`config.mk`:
```
export PLATFORM = sky130hd
export DESIGN_NAME = imem_ctrl
export DESIGN_NICKNAME = d
export VERILOG_FILES = /design/src/rtl/imem_ctrl_pkg.sv /design/src/rtl/imem_ctrl.sv
export SDC_FILE = /design/constraint.sdc
export NUM_CORES = 1
export LEC_CHECK = 0
export BUFFER_PORTS_ARGS = -buffer_cell sky130_fd_sc_hd__buf_2
export CAP_MARGIN = 15
export CORE_MARGIN = 2
export CORE_UTILIZATION = 34
export DETAILED_ROUTE_END_ITERATION = 12
export HOLD_SLACK_MARGIN = 0.08
export PLACE_DENSITY = 0.8
export SLEW_MARGIN = 20
export SYNTH_ARGS = -nofsm -noshare
export SYNTH_HDL_FRONTEND = slang
export SYNTH_SLANG_ARGS = --single-unit
```
`constraint.sdc`:
```
create_clock -name clk -period 1.95 [get_ports clk]
set_clock_uncertainty 0.1 [all_clocks]
set_input_delay 0.2925 -clock clk [delete_from_list [all_inputs] [get_ports clk]]
set_output_delay 0.2925 -clock clk [all_outputs]
set_load 0.02 [all_outputs]
```
`src/rtl/imem_ctrl_pkg.sv`:
```
// Shared types and constants for the instruction RAM controller.
// The controller's state enum, default NOP word and sticky error bit positions.
package imem_ctrl_pkg;

    typedef enum logic [1:0] {
        LOAD    = 2'd0,
        HANDOFF = 2'd1,
        RUN     = 2'd2
    } imem_state_t;

    localparam logic [31:0] NOP_INSN_DEFAULT = 32'hE1A00000;

    localparam int ERR_OVF   = 0;
    localparam int ERR_FETCH = 1;

endpackage

```
`src/rtl/imem_ctrl.sv`:
```
// Instruction RAM owner arbitration: boot loader writes first, then fetch reads.
// Build option IMEM_CTRL_PRELOAD_EN starts in RUN for file-preloaded RAM simulation.
module imem_ctrl
    import imem_ctrl_pkg::*;
#(
    parameter int          AW       = 8,
    parameter logic [31:0] NOP_INSN = NOP_INSN_DEFAULT
) (
    input  logic          clk,
    input  logic          reset,
    input  logic [31:0]   f_addr,
    output logic [31:0]   f_rdata,
    input  logic          ld_valid,
    input  logic [31:0]   ld_data,
    input  logic          ld_last,
    output logic          ld_ready,
    input  logic          reload,
    output logic [AW-1:0] m_addr,
    output logic          m_we,
    output logic [31:0]   m_wdata,
    input  logic [31:0]   m_rdata,
    output logic          cpu_hold,
    output logic [AW:0]   ld_count,
    output logic [1:0]    err
);

`ifdef IMEM_CTRL_PRELOAD_EN
    localparam imem_state_t RESET_STATE = RUN;
`else
    localparam imem_state_t RESET_STATE = LOAD;
`endif

    localparam logic [AW-1:0] LAST_ADDR = {AW{1'b1}};

    imem_state_t   state;
    imem_state_t   state_next;
    logic [AW-1:0] wptr;
    logic          accept;
    logic          at_end;
    logic          fetch_bad;

    assign accept    = (state == LOAD) && ld_valid;
    assign at_end    = (wptr == LAST_ADDR);
    assign fetch_bad = (f_addr[1:0] != 2'b00) || (f_addr[31:AW+2] != '0);

    // The top RAM word always ends a load, so the write pointer never wraps.
    always_comb begin
        state_next = state;
        ld_ready   = 1'b0;
        cpu_hold   = 1'b1;
        m_addr     = wptr;
        m_we       = 1'b0;
        m_wdata    = ld_data;
        f_rdata    = NOP_INSN;
        case (state)
            LOAD: begin
                ld_ready = 1'b1;
                m_we     = ld_valid;
                if (ld_valid && (ld_last || at_end)) begin
                    state_next = HANDOFF;
                end
            end
            HANDOFF: begin
                state_next = RUN;
            end
            RUN: begin
                cpu_hold = 1'b0;
                m_addr   = f_addr[AW+1:2];
                f_rdata  = fetch_bad ? NOP_INSN : m_rdata;
                if (reload) begin
                    state_next = LOAD;
                end
            end
            default: begin
                state_next = RESET_STATE;
            end
        endcase
    end

    // Error flags are sticky until reset; a reload keeps them.
    always_ff @(posedge clk or posedge reset) begin
        if (reset) begin
            state    <= RESET_STATE;
            wptr     <= '0;
            ld_count <= '0;
            err      <= '0;
        end else begin
            state <= state_next;
            if (accept) begin
                ld_count <= ld_count + (AW+1)'(1);
                if (!at_end) begin
                    wptr <= wptr + AW'(1);
                end else if (!ld_last) begin
                    err[ERR_OVF] <= 1'b1;
                end
            end
            if (state == RUN) begin
                if (fetch_bad) begin
                    err[ERR_FETCH] <= 1'b1;
                end
                if (reload) begin
                    wptr     <= '0;
                    ld_count <= '0;
                end
            end
        end
    end

endmodule

```
Yosys cells after proc, flatten, opt, wreduce, memory -nomap -nowiden
Cells that the tools add are included.
W data, S select, Z words.
- $add $sub $neg: 2
- equality and inequality tests: 5
- multiplexer cells: 16
- bitwise logic cells: 1
- reduce and logical (&&, ||, !) cells: 10
- operators by type and width (cell ; count):
    $mux W32 ; 2
    $mux W8 ; 5
    $mux W9 ; 3
    $reduce_bool A22 Y1 ; 1
    $add A9 B1 Y9 const B ; 1
    $add A8 B1 Y8 const B ; 1
    $eq A8 B8 Y1 const B ; 1
    $pmux W2 S3 ; 1
    $mux W2 ; 2
    $reduce_and A2 Y1 ; 2
    $mux W1 ; 3
    $reduce_and A3 Y1 ; 1
    $eq A2 B1 Y1 const B ; 1
    $eq A2 B2 Y1 const B ; 1
    $logic_and A1 B1 Y1 ; 2
    $logic_not A2 Y1 ; 1
    $logic_or A1 B1 Y1 ; 2
    $ne A2 B1 Y1 const B ; 1
    $ne A2 B2 Y1 const B ; 1
    $reduce_bool A2 Y1 ; 1
    $not A1 Y1 ; 1
- register bits: 21

Depth between registers and ports, before layout
- depth in word-level cells: 5
- mapped depth: 6
- gate-level depth less buffers: 5

Least setup slack after synthesis
No wires, ideal clock.
- path type: input to output
- start point: input port f_addr[20]
- end point: output port f_rdata[10]
- arrival: 1.430 ns
- data required time: 1.558 ns
- setup slack: 0.127 ns
- stages: 5
- cell sequence: nor4_1 nand4_1 nor3_2 clkbuf_1 and2_1
- cells in the longest elaborated chain, start to end: 4
- RTL lines (item ; line ; text):
    start: declaration ; imem_ctrl.sv:11 ; input logic [31:0] f_addr,
    $reduce_bool A22 Y1 ; imem_ctrl.sv:44 ; assign fetch_bad = (f_addr[1:0] != 2'b00) || (f_addr[31:AW+2] != '0);
    $logic_or A1 B1 Y1 ; imem_ctrl.sv:44 ;
    $mux W32 ; imem_ctrl.sv:69 ; f_rdata = fetch_bad ? NOP_INSN : m_rdata;
    $mux W32 ; imem_ctrl.sv:55 ; case (state)
    end: declaration ; imem_ctrl.sv:12 ; output logic [31:0] f_rdata,
Every way passes these cells.

Worst setup path after layout
- start point: input port f_addr[24]
- end point: output port f_rdata[19]
Same word-level chain as after synthesis.

==> metrics.txt <==
status=complete, but fails checks; failing checks=setup timing; Final Slew Violations=0; Die Y=around 74 um; Port Buffer Count=around 120; synthesized cell area=0.00167 mm^2; Post-synth top cells=nand2_1 (38), buf_4 (32), and2_1 (28), dfrtp_1 (21), nor2_1 (12); hold path depth=2; Final #Nets=423; DIE AREA=0.00549 mm^2; vias in the first global route=~1700; fill cell total of the finished layout=441; CP Class=primary input to primary output; dpl hpwl=4410 um; Cells after DPL=roughly 370; Lkg Pwr=1.40 nW; largest net degree at the start of global routing=22; First DRT Iteration DRCs=39; Post-DRT Antenna Nets=0; Crit path required time=roughly 1.6 ns; pwr dens=about 600 mW/mm^2; Syn Area/Cell=approximately 8.0 um^2; clock root buffer master=clkbuf_8; Post-synth EDFFs=0; Largest stage delay, worst path=approximately 0.26 ns; vias per cell=just under 5; CP max FO=7; CP cell instances=buf_6, nor4_4, nand4_1, nor3_4, buf_6, buf_6, and2_1, buf_6; synth unique cells=34; Synth warnings=0; ys flop type=dfrtp_1; FF-to-FF path depth=7; grt ovf=0; Skew-Pair Late Insertion Delay=0.26 ns; Async SR Flop Fraction=100%; actual slew at the worst max-slew pin=roughly 0.4 ns; pre-CTS setup slack=-0.119 ns; Mapped Nets=~310; Critical Path AT=1.63 ns; Max clock buf depth=2; final-report setup violation count=32; Hold EP=state[1]; crit end category=primary output; Slew HR=72.3%; crit start category=primary input; Hold Path Class=primary input to flop; Synth Register Bits=21; CTS clk-pin slew, worst paths=0.07 ns; Mapped Cells=210; Peak VDD IR=about 0.66 mV; largest area contributor in the netlist=dfrtp_1; total wire length=a little over 6000 um; register area share after synthesis=31.5%; Sink Count=21; initial core utilization=between 30 and 40%; min Tclk post-route=approximately 2.0 ns; CTS HTree Levels=1; FF-to-FF setup slack=0.06 ns; share of the synthesized area in the top cell type=a little under a third; Die Span X=approximately 74 um; top-count cell post-synth=nand2_1; CP most frequent cell=buf_6; Vias=1856; Overall Power=1.61 mW; worst hold slack=between 0.1 and 0.15 ns; routed len/inst=roughly 16 um; Layout Utilization=57.1%; synth-to-layout area growth=61.5%; Finished Layout Cells=386; Max-Cap Viols=0; RSZ-0062 raised after global routing=yes; Antenna Diode Count=0; router iterations before antenna repair=4; Max Clk Rate=between 400 and 500 MHz; first-pass GRT wire length=around 8300 um; period utilisation layout=104%; final number of hold-violating endpoints=0; GPL Wtd Cong=between 0.8 and 0.9; final worst setup slack=-0.0740 ns; GRT Resource Usage Total=between 20 and 25%; total CTS buffers=3; Max stage delay cell, worst path=nor4_4; Synth area leaders=dfrtp_1 (31%), buf_4 (14%), and2_1 (10%), nand2_1 (8.5%), nand2b_1 (3.0%); DRC=0; reg2reg end=ld_count[8]; HP Start=reload; CTS tree=built; RR Startpoint=state[1]; io pins=187; core box area=about 0.0047 mm^2; Rows=25; share of layout cells above drive strength 1=between 50% and 60%; initial antenna violation count=0
==> final cells by class <==
type	instances	area, um^2	area share (%)
repair buffers	144	1020	37.8
flip-flops and latches	21	526	19.5
inverters	6	35.0	1.30
well taps	67	83.8	3.11
clock buffers	4	45.0	1.67
multi-input cells	144	988	36.6
==> worst max-delay path: cells and delay by family <==
family                 cells  cell delay [ns]
buffers and inverters      4             0.48
and+or+nand+nor            4             0.86
==> cell families (layout without fill, tap and decap cells) <==
| kind of cell | after synthesis | after routing | share of synthesized area [%] |
|---|---|---|---|
| and+or+nand+nor | 117 | 117 | 38.0 |
| xor gates and xnor gates | 7 | 7 | 3.67 |
| buffers and inverters | 45 | 154 | 18.0 |
| AOI/OAI and AO/OA | 14 | 14 | 5.02 |
| muxes | 4 | 4 | 2.40 |
| adders and majority gates | 2 | 2 | 1.50 |
| DFF | 21 | 21 | 31.5 |
==> layout by cell type, fill, tap and decap left out, types with 2 or more instances in the layout <==
cell / count
a21oi_1: 3
and2_1: 4
and2_4: 24
buf_2: 90
buf_4: 12
buf_6: 39
buf_8: 2
clkbuf_8: 3
dfrtp_1: 21
ha_1: 2
inv_1: 4
mux2i_1: 4
nand2_1: 38
nand2b_1: 7
nand3_1: 8
nand4_1: 3
nor2_1: 12
nor3_1: 5
nor4_1: 2
nor4_4: 5
o21ai_0: 6
xnor2_1: 5
xor2_1: 2
==> through the flow <==
stage,setup TNS (ns),cell area [um^2]
3_5_place_dp,-1.96,2130
5_1_grt,-5.89,2700
6_report,-1.66,2700
3_3_place_gp,-0.728,2130
4_1_cts,-1.06,2570
2_1_floorplan,0,1670
==> power breakdown <==
part | leakage, nW | internal (mW) | switching (mW)
combinational | 1.10 | 0.291 | 0.395
clock | 0.0228 | 0.146 | 0.140
sequential | 0.276 | 0.524 | 0.118
total | 1.40 | 0.960 | 0.653
==> routing by layer <==
metal,track usage [%],vias to the layer above,part of all wire [%]
met3,4.47,15,7.5
li1,-,877,-
met4,8.08,0,2.4
met2,34.7,102,51
met5,0,-,0
met1,24.9,862,39
==> flip-flops by register name, summed over array words and instances, names as in the netlist <==
register  count
err           2
state         2
wptr          8
ld_count      9
==> worst max path at each step <==
stage	to	start	cells after the start	slack, ns
global placement	f_rdata[13]	f_addr[27]	7	-0.07
CTS	f_rdata[13]	f_addr[25]	8	-0.05
detailed placement	f_rdata[13]	f_addr[27]	7	-0.12
floorplan	f_rdata[10]	f_addr[20]	5	0.13
global route	f_rdata[18]	f_addr[24]	7	-0.21
finish	f_rdata[19]	f_addr[24]	8	-0.07
==> repair_timing <==
item	in CTS	in global routing
cloned	3	1
pin swaps	21	9
setup endpoints to repair	32	34
hold endpoints to repair	21	0
setup buffers	7	4
resized for setup	88	25
hold buffers	1	0
Power figures use the tool's default switching activity.
